File: config.mk
export PLATFORM = sky130hd
export DESIGN_NAME = serial_adder_flat
export DESIGN_NICKNAME = d
export VERILOG_FILES = /design/src/rtl/serial_adder_if.sv /design/src/rtl/serial_adder.sv /design/src/flat_wrapper.sv
export SDC_FILE = /design/constraint.sdc
export NUM_CORES = 1
export LEC_CHECK = 0
export CAP_MARGIN = 20
export CORE_MARGIN = 2
export CORE_UTILIZATION = 49
export CTS_BUF_LIST = sky130_fd_sc_hd__clkbuf_8
export CTS_CLUSTER_DIAMETER = 150
export DETAILED_ROUTE_END_ITERATION = 8
export GPL_ROUTABILITY_DRIVEN = 1
export PLACE_DENSITY_LB_ADDON = 0.15
export SLEW_MARGIN = 20
export SYNTH_ARGS = -nofsm -noshare
export SYNTH_HDL_FRONTEND = slang
export SYNTH_SLANG_ARGS = --single-unit
File: constraint.sdc
create_clock -name clk -period 1.47 [get_ports clk]
set_input_delay 0.147 -clock clk [delete_from_list [all_inputs] [get_ports clk]]
set_output_delay 0.147 -clock clk [all_outputs]
set_load 0.005 [all_outputs]
File: src/rtl/serial_adder_if.sv
// rtl/serial_adder_if.sv - request/result bundle for the bit-serial adder
// Master drives the operands and start; slave returns status and the registered result.
interface serial_adder_if #(
  parameter int WIDTH = 8
);
  logic             start;
  logic [WIDTH-1:0] a;
  logic [WIDTH-1:0] b;
  logic             cin;
  logic             busy;
  logic             done;
  logic [WIDTH-1:0] sum;
  logic             cout;

  modport master (output start, a, b, cin, input busy, done, sum, cout);
  modport slave  (input start, a, b, cin, output busy, done, sum, cout);
endinterface

File: src/rtl/serial_adder.sv
// rtl/serial_adder.sv - bit-serial WIDTH-bit adder around one full-adder cell
// Operands shift out LSB first; the carry loops back through carry_q, sum bits fill res from the MSB.
module serial_adder #(
  parameter int WIDTH = 8
) (
  input  logic          clk,
  input  logic          rst_n,
  serial_adder_if.slave bus
);
  localparam int CW = (WIDTH > 2) ? $clog2(WIDTH) : 1;

  typedef enum logic [1:0] {IDLE, RUN, DONE} state_t;

  state_t           state_q, state_d;
  logic [WIDTH-1:0] shift_a_q, shift_a_d;
  logic [WIDTH-1:0] shift_b_q, shift_b_d;
  logic [WIDTH-1:0] res_q, res_d;
  logic [WIDTH-1:0] sum_q, sum_d;
  logic [CW-1:0]    cnt_q, cnt_d;
  logic             carry_q, carry_d;
  logic             cout_q, cout_d;
  logic             busy_q, busy_d;
  logic             done_q, done_d;
  logic             bit_s, bit_c;
  logic [WIDTH-1:0] res_next;

  // The single full-adder cell shared by every bit position.
  assign bit_s    = shift_a_q[0] ^ shift_b_q[0] ^ carry_q;
  assign bit_c    = (shift_a_q[0] & shift_b_q[0]) | (shift_a_q[0] & carry_q) |
                    (shift_b_q[0] & carry_q);
  assign res_next = {bit_s, res_q[WIDTH-1:1]};

  always_comb begin
    state_d   = state_q;
    shift_a_d = shift_a_q;
    shift_b_d = shift_b_q;
    res_d     = res_q;
    sum_d     = sum_q;
    cnt_d     = cnt_q;
    carry_d   = carry_q;
    cout_d    = cout_q;
    case (state_q)
      RUN: begin
        shift_a_d = {1'b0, shift_a_q[WIDTH-1:1]};
        shift_b_d = {1'b0, shift_b_q[WIDTH-1:1]};
        res_d     = res_next;
        carry_d   = bit_c;
        cnt_d     = cnt_q + CW'(1);
        if (cnt_q == CW'(WIDTH - 1)) begin
          sum_d   = res_next;
          cout_d  = bit_c;
          state_d = DONE;
        end
      end
      default: begin
        // IDLE and DONE both accept a new request, giving back-to-back throughput.
        state_d = IDLE;
        if (bus.start) begin
          shift_a_d = bus.a;
          shift_b_d = bus.b;
          carry_d   = bus.cin;
          res_d     = '0;
          cnt_d     = '0;
          state_d   = RUN;
        end
      end
    endcase
    busy_d = (state_d == RUN);
    done_d = (state_d == DONE);
  end

  always_ff @(posedge clk or negedge rst_n) begin
    if (!rst_n) begin
      state_q   <= IDLE;
      shift_a_q <= '0;
      shift_b_q <= '0;
      res_q     <= '0;
      sum_q     <= '0;
      cnt_q     <= '0;
      carry_q   <= 1'b0;
      cout_q    <= 1'b0;
      busy_q    <= 1'b0;
      done_q    <= 1'b0;
    end else begin
      state_q   <= state_d;
      shift_a_q <= shift_a_d;
      shift_b_q <= shift_b_d;
      res_q     <= res_d;
      sum_q     <= sum_d;
      cnt_q     <= cnt_d;
      carry_q   <= carry_d;
      cout_q    <= cout_d;
      busy_q    <= busy_d;
      done_q    <= done_d;
    end
  end

  assign bus.busy = busy_q;
  assign bus.done = done_q;
  assign bus.sum  = sum_q;
  assign bus.cout = cout_q;
endmodule

File: src/flat_wrapper.sv
// flat-port wrapper written by rule: the top's interface ports become plain ports
module serial_adder_flat 
#(
  parameter int WIDTH = 8
)
  (clk, rst_n, bus_start, bus_a, bus_b, bus_cin, bus_busy, bus_done, bus_sum, bus_cout);
  serial_adder_if #(.WIDTH(WIDTH)) bus_i ();
  input  logic clk;
  input  logic rst_n;
  input wire logic [$bits(bus_i.start)-1:0] bus_start;
  input wire logic [$bits(bus_i.a)-1:0] bus_a;
  input wire logic [$bits(bus_i.b)-1:0] bus_b;
  input wire logic [$bits(bus_i.cin)-1:0] bus_cin;
  output wire logic [$bits(bus_i.busy)-1:0] bus_busy;
  output wire logic [$bits(bus_i.done)-1:0] bus_done;
  output wire logic [$bits(bus_i.sum)-1:0] bus_sum;
  output wire logic [$bits(bus_i.cout)-1:0] bus_cout;
  assign bus_i.start = bus_start;
  assign bus_i.a = bus_a;
  assign bus_i.b = bus_b;
  assign bus_i.cin = bus_cin;
  assign bus_busy = bus_i.busy;
  assign bus_done = bus_i.done;
  assign bus_sum = bus_i.sum;
  assign bus_cout = bus_i.cout;
  serial_adder #(.WIDTH(WIDTH)) u_core (.clk(clk), .rst_n(rst_n), .bus(bus_i));
endmodule
### Word-level counts from Yosys, hierarchy flattened

Cells that the tools add are included.

* register bits: 41
* input bits: 20
* word-level logic and storage cells: 37

* $add $sub $neg: 1
* equality and inequality tests: 4
* multiplexer cells: 13
* bitwise logic cells: 7
* reductions and logical operators: 2

Operators by type and width (number)
* 8-bit two-way mux: 6
* 3-bit two-way mux: 2
* 2-bit by 1-bit equality test with 1-bit output, second input constant: 2
* 2-bit two-way mux: 2
* 3-bit by 1-bit adder with 3-bit output, second input constant: 1
* 1-bit bitwise AND: 3
* 3-bit equality test, second input constant: 1
* 1-bit two-way mux: 3
* 2-bit equality test, second input constant: 1
* 1-bit bitwise OR: 2
* 2-bit AND reduction: 1
* 2-bit nonzero test: 1
* 1-bit XOR: 2

### Logic depth before layout (Yosys ltp)

Gate-level depths: netlist (run 1).

* word-level depth: 4
* gate-level depth with buffers: 5
* depth with buffers taken out: 4

### Least setup slack after synthesis (run 1)

No wires, ideal clock.

* kind: reg2reg
* from: register u_core.cnt_q[0]
* to: register u_core.cout_q, in the netlist u_core.bus.cout
* library setup time: 0.125 ns
* arrival time: 1.396 ns
* data required time: 1.345 ns
* slack: -0.050 ns
* cell stages (with the launch flop): 6
* clock period less this slack: 1.520 ns
* path through: dfrtp_1 > ha_1 > ha_1 > nand3b_1 > buf_2 > mux2_2

* word-level cells in the longest chain between the ends: 2

RTL lines
* from (decl): RTL line serial_adder.sv:19 `logic [CW-1:0] cnt_q, cnt_d;`
* from (signal assigned): RTL line serial_adder.sv:90 `cnt_q <= cnt_d;`
* 3-bit equality test: RTL line serial_adder.sv:49 `if (cnt_q == CW'(WIDTH - 1)) begin`
* 2-bit AND reduction (no source line)
* to (signal assigned): RTL line serial_adder.sv:92 `cout_q <= cout_d;`
* to (decl): RTL line serial_adder.sv:21 `logic cout_q, cout_d;`

No other way between the ends.
A chain may end at the register's enable or synchronous reset.

### Worst setup path in the final report (run 1)

* from: register u_core.cnt_q[0]
* to: register u_core.sum_q[1], in the netlist u_core.bus.sum[1]

* word-level cells in the longest chain between the ends: 2

RTL lines
* 3-bit equality test: RTL line serial_adder.sv:49
* 2-bit AND reduction (no source line)
* to (signal assigned): RTL line serial_adder.sv:89 `sum_q <= sum_d;`
* to (decl): RTL line serial_adder.sv:18 `logic [WIDTH-1:0] sum_q, sum_d;`

No other way between the ends.

==> results of run 1 <==
repair_timing:
action / 4_1_cts / 5_1_grt
gates cloned: 1 / 0
pin swaps: 2 / 2
endpoints found under the setup margin: 9 / 9
resized for setup: 14 / 1
buffers inserted: 2 / 0
hold buffers: 1 / 0
endpoints found under the hold margin: 23 / 0
power groups by stage:
stage / Clock [mW] / Sequential [mW] / Combinational, mW
detailed placement: 0 / 1.81 / 1.71
global placement: 0 / 1.79 / 1.65
floorplan: 0 / 1.76 / 1.19
finish: 0.720 / 1.81 / 1.83
global route: 0.801 / 1.87 / 2.00
CTS: 0.745 / 1.81 / 1.92
cell families (layout without fill, tap and decap cells):
logic type | Yosys count | in the layout | synth area share [%]
adder cells (fa/ha/maj) | 3 | 3 | 2.42
flip-flops | 40 | 40 | 53.8
multiplexers | 53 | 53 | 34.5
buffers and inverters | 10 | 52 | 4.44
AND/OR/NAND/NOR | 15 | 15 | 4.84
state kept, by name (all words and copies together) (netlist names):
register,cells
u_core.shift_a_q,8
u_core.bus.cout,1
u_core.carry_q,1
u_core.cnt_q,3
u_core.shift_b_q,8
u_core.state_q,2
u_core.bus.sum,8
u_core.bus.done,1
u_core.res_q,7
u_core.bus.busy,1
cell type report:
cell class	instances	area (µm²)
inverters	3	11.3
fillers	266	1260
multi-input cells	71	827
clock inverters	2	7.51
well taps	48	60.1
clock buffers	6	82.6
repair buffers	41	413
flip-flops and latches	40	1000
worst paths after layout:
check                                    startpoint  cells after the start  slack, ps                  end
worst min-delay path                          rst_n                      2        390    u_core.bus.sum[7]
min in group clk                           bus_b[7]                      3        490  u_core.shift_b_q[7]
worst max register to register      u_core.cnt_q[0]                      5       0.02    u_core.bus.sum[1]
worst max-delay path                u_core.cnt_q[0]                      5       0.02    u_core.bus.sum[1]
worst min register to register  u_core.shift_a_q[4]                      1        500  u_core.shift_a_q[3]
max in group asynchronous                     rst_n                      3        580    u_core.bus.sum[6]
critical path, stage by stage (launching register included):
cell and delay (ps):
dfrtp_1 380, ha_2 200, ha_4 160, nand3b_1 130, buf_6 170, mux2_4 310
stage by stage:
| stage | instance area [µm²] | worst slack [ps] | util (%) | std cells |
|---|---|---|---|---|
| 3_3_place_gp | 2250 | -77.6 | 61.5 | 201 |
| 4_1_cts | 2450 | -33.5 | 66.8 | 213 |
| 2_1_floorplan | 1870 | 7.19 | - | 121 |
| 6_report | 2400 | 0.0157 | 65.6 | 211 |
| 3_5_place_dp | 2250 | -108 | 61.5 | 201 |
| 5_1_grt | 2400 | -36.3 | 65.6 | 211 |
metal layers:
layer	vias to the layer above	wire [µm]
li1	497	-
met1	518	1480
met2	21	1620
met3	4	144
met4	0	36
met5	-	0
layout by cell type (no fill, tap or decap), drive strengths merged:
cell type	n
fa	1
mux2i	5
clkbuf	6
inv	5
nand2b	2
nand3b	1
mux2	48
ha	2
dfrtp	40
dlygate4sd3	1
clkdlybuf4s50	29
buf	11
nor2b	10
nor2	2
==> impl_metrics.env, run 1 <==
export IMPL_clockRootBuffer="clkbuf_8"
export IMPL_holdWs_ps=394
export IMPL_first_pass_iters=3
export IMPL_tightestPinTransition_ps=586
export IMPL_die_w_um=65.6
export IMPL_ir_drop_mv=1.11
export IMPL_cp_start_kind="flip-flop"
export IMPL_max_slew_margin_pct=60.9
export IMPL_cts_tree="built"
export IMPL_cts_htree_levels=2
export IMPL_antenna_found_initial=0
export IMPL_area_growth_pct=29.0
export IMPL_vias=1040
export IMPL_cts_made_buffers=5
export IMPL_synth_fp_nets=144
export IMPL_required_ps=1640
export IMPL_port_buffers=30
export IMPL_async_reset_ff_share_pct=100
export IMPL_synthTopCellsByCount="dfrtp_1 (40), mux2_2 (34), mux2_4 (14), nor2b_1 (10), mux2i_1 (5)"
export IMPL_diodes=0
export IMPL_hpwl_um=2110
export IMPL_drive_gt1_share_pct=41.1
export IMPL_power_leakage_nw=1.15
export IMPL_grt_max_degree=25
export IMPL_crit_type="reg2reg"
export IMPL_synthCells=121
export IMPL_drtAntennaViolNets=0
export IMPL_end_kind="flip-flop"
export IMPL_setup_viol=0
export IMPL_p_seq_share_pct=41.5
export IMPL_row_count=22
export IMPL_syn_area_per_cell_um2=15.4
export IMPL_worstPathArrival_ps=1640
export IMPL_netlist_area_um2=1860
export IMPL_avgViaCountPerCell=4.93
export IMPL_cp_max_fo=6
export IMPL_clock_latency_ps=290
export IMPL_yosysUniqueCellTypes=15
export IMPL_place_congestion=0.689
export IMPL_synth_seq_cells=40
export IMPL_ys_warnings_count=0
export IMPL_die_h_um=65.6
export IMPL_grt_total_usage_pct=17.6
export IMPL_timing_setup_tns_ps=0
export IMPL_clockPowerShare_pct=16.5
export IMPL_grt_pass1_vias=1164
export IMPL_nets=185
export IMPL_yosysMostFrequentCell="dfrtp_1"
export IMPL_hold_violations=0
export IMPL_dieArea_um2=4310
export IMPL_path_clk_slew_ps=80
export IMPL_grt_overflow_total=0
export IMPL_ys_flop_type="dfrtp_1"
export IMPL_cts_max_path_buffers=2
export IMPL_grtUsageMet2_pct=28.7
export IMPL_p_switching_mw=1.21
export IMPL_ys_seq_area_share_pct=53.8
export IMPL_grt_pass1_wl_um=5690
export IMPL_initial_core_util_pct=50.9
export IMPL_finalMaxSlewViolations=0
export IMPL_total_power_mw=4.36
export IMPL_synth_edf_count=0
export IMPL_final_period_utilization_pct=100
export IMPL_period_minus_slack_ps=1470
export IMPL_numClockSinks=40
export IMPL_synth_top_area_cell="dfrtp_1"
export IMPL_clock_skew_final_ps=8.72
export IMPL_max_cap_violations=0
export IMPL_hp_class="in2async"
export IMPL_rsz0062_at_grt="yes"
export IMPL_fmax_mhz=680
export IMPL_p_comb_share_pct=42.0
export IMPL_use_met3_pct=4.28
export IMPL_dr_first_iter_drc_count=26
export IMPL_post_drt_wl_per_cell_um=15.5
export IMPL_synth_area_leaders="dfrtp_1 (54%), mux2_2 (21%), mux2_4 (11%)"
export IMPL_synth_top_area_share_pct=53.8
export IMPL_p_int_mw=3.15
export IMPL_routed_wl_um=3280
export IMPL_status="finished clean"
export IMPL_io_pins=31
export IMPL_power_density_nw_per_um2=1820
export IMPL_use_met1_pct=23.2
export IMPL_p_sw_share_pct=27.7
export IMPL_busiest_layer="met2"
export IMPL_drc=0
export IMPL_coreArea_um2=3660
Power figures use the tool's default switching activity.
==> run 2, diff against run 1 <==
HOLD_SLACK_MARGIN = 0.06   (was default)
==> results of run 2 <==
The final DEF is identical to that of run 1; final timing and power are the same.
==> run 3, diff against run 2 <==
CORE_ASPECT_RATIO = 0.6   (was default)
==> run 3 against run 2 <==
The flow now finishes with violations (setup timing). Critical path depth stayed put. Wire length is 3.8% lower. Sequential share of layout area is 0.15 points lower. Power is 1.6% higher. Flip-flop and latch count stayed put. Clock skew is 2.9 ps lower. Combinational power hardly changed. Design area is 0.36% higher. Fmax is 1.2% lower. Clock power is 6.1% higher. Setup slack worse by 18 ps.
==> impl_metrics.env, run 3 (same netlist as run 1, synthesis figures left out) <==
export IMPL_nets=187
export IMPL_final_period_utilization_pct=101
export IMPL_grt_pass1_vias=1147
export IMPL_cpPeakStageDelay_ps=400
export IMPL_pre_cts_ws_ps=-81.4
export IMPL_clock_skew_final_ps=5.80
export IMPL_hpwl_um=2210
export IMPL_die_w_um=83.6
export IMPL_diodes=0
export IMPL_vias=1032
export IMPL_path_clk_slew_ps=70
export IMPL_antenna_found_initial=0
export IMPL_port_buffers=30
export IMPL_power_leakage_nw=1.14
export IMPL_setup_viol=8
export IMPL_grt_total_usage_pct=16.7
export IMPL_required_ps=1630
export IMPL_first_pass_iters=4
export IMPL_rsz0062_at_grt="yes"
export IMPL_die_h_um=51.7
export IMPL_cts_made_buffers=5
export IMPL_power_density_nw_per_um2=1840
export IMPL_drtAntennaViolNets=0
export IMPL_drc=0
export IMPL_total_power_mw=4.43
export IMPL_final_common_cell="dfrtp_1"
export IMPL_status="complete, but fails checks"
export IMPL_end_kind="flip-flop"
export IMPL_period_minus_slack_ps=1490
export IMPL_mostFrequentLayoutCells="dfrtp_1 (40), clkdlybuf4s50_1 (29), mux2_2 (27)"
export IMPL_finalMaxSlewViolations=0
export IMPL_violations="setup timing"
export IMPL_busiest_layer="met2"
export IMPL_numClockSinks=40
export IMPL_cp_max_fo=8
export IMPL_dp_cells=202
export IMPL_coreArea_um2=3660
export IMPL_max_cap_violations=0
export IMPL_ir_drop_mv=0.865
export IMPL_tightestPinTransition_ps=455
export IMPL_grt_pass1_wl_um=5480
export IMPL_drive_gt1_share_pct=42.7
export IMPL_hp_class="in2async"
export IMPL_hold_violations=0
export IMPL_io_pins=31
export IMPL_use_met1_pct=23.0
export IMPL_routed_wl_um=3150
export IMPL_dieArea_um2=4320
export IMPL_worstPathArrival_ps=1650
export IMPL_avgViaCountPerCell=4.89
export IMPL_holdWs_ps=342
export IMPL_use_met3_pct=5.24
export IMPL_grtUsageMet2_pct=26.0
export IMPL_cts_max_path_buffers=2
export IMPL_initial_core_util_pct=50.9
export IMPL_finalWorstSetupSlack_ps=-17.9
export IMPL_area_growth_pct=29.5
export IMPL_grt_max_degree=23
export IMPL_cts_htree_levels=2
export IMPL_cts_tree="built"
export IMPL_row_count=17
export IMPL_path_delay_family="flip-flops"
export IMPL_place_congestion=0.777
export IMPL_path_cells="ha_2 > ha_4 > nand3b_1 > buf_6 > mux2_4"
export IMPL_slowest_stage="dfrtp_1"
export IMPL_clockRootBuffer="clkbuf_8"
export IMPL_fin_util_pct=65.9
export IMPL_max_slew_margin_pct=69.7
export IMPL_dr_first_iter_drc_count=62
export IMPL_clock_latency_ps=280
export IMPL_grt_overflow_total=0
export IMPL_fmax_mhz=672
export IMPL_post_drt_wl_per_cell_um=14.9
export IMPL_path_buf_inv=1
export IMPL_cp_start_kind="flip-flop"
export IMPL_crit_type="reg2reg"
export IMPL_stdcell_count=211
-- run 3: metrics by stage --
stage                     TNS (ps)  area (µm²)
after floorplan                  0        1870
after CTS                    -82.3        2370
after global routing          -655        2410
after global placement       -1100        2250
final                        -70.6        2410
after detailed placement     -1550        2250
-- run 3: path summary, 6_finish.rpt --
check                      slack, ps  depth (start not counted)                   to              start
min in group clk                 490                          3  u_core.shift_a_q[7]           bus_a[7]
max reg2reg                      -20                          5    u_core.bus.sum[3]    u_core.cnt_q[0]
min reg2reg                      510                          1    u_core.bus.sum[1]  u_core.bus.sum[1]
min                              340                          2    u_core.bus.sum[7]              rst_n
max                              -20                          5    u_core.bus.sum[3]    u_core.cnt_q[0]
max in group asynchronous        660                          3  u_core.shift_b_q[0]              rst_n
-- run 3: power breakdown --
part | total (mW) | switching [mW] | leakage, nW | internal, mW
registers | 1.81 | 0.262 | 0.510 | 1.55
logic | 1.86 | 0.601 | 0.585 | 1.26
clock network | 0.764 | 0.346 | 0.0503 | 0.418
-- run 3: routing by layer --
| metal | wire, µm | share of wire (%) |
|---|---|---|
| met5 | 0 | 0 |
| met1 | 1650 | 52 |
| met3 | 114 | 3.6 |
| met4 | 14 | 0.44 |
| met2 | 1380 | 44 |
-- run 3: area by class of cell --
cell class | count | area (µm²)
tap | 47 | 58.8
clock buffer | 7 | 96.3
timing repair buffer | 43 | 424
sequential | 40 | 1000
inverter | 3 | 11.3
fill | 260 | 1250
multi-input combinational | 71 | 820
-- run 3: worst reg2reg max path, stage by stage (launching register included) --
cell      delay, ps
dfrtp_1         400
ha_2            210
ha_4            160
nand3b_1        120
buf_6           170
mux2_4          310
-- run 3: timing repair --
action,CTS,global route
hold endpoints to repair,18,0
hold buffers,1,0
setup endpoints to repair,9,9
pin swaps,1,2
buffers inserted,0,1
gates resized for setup,4,7
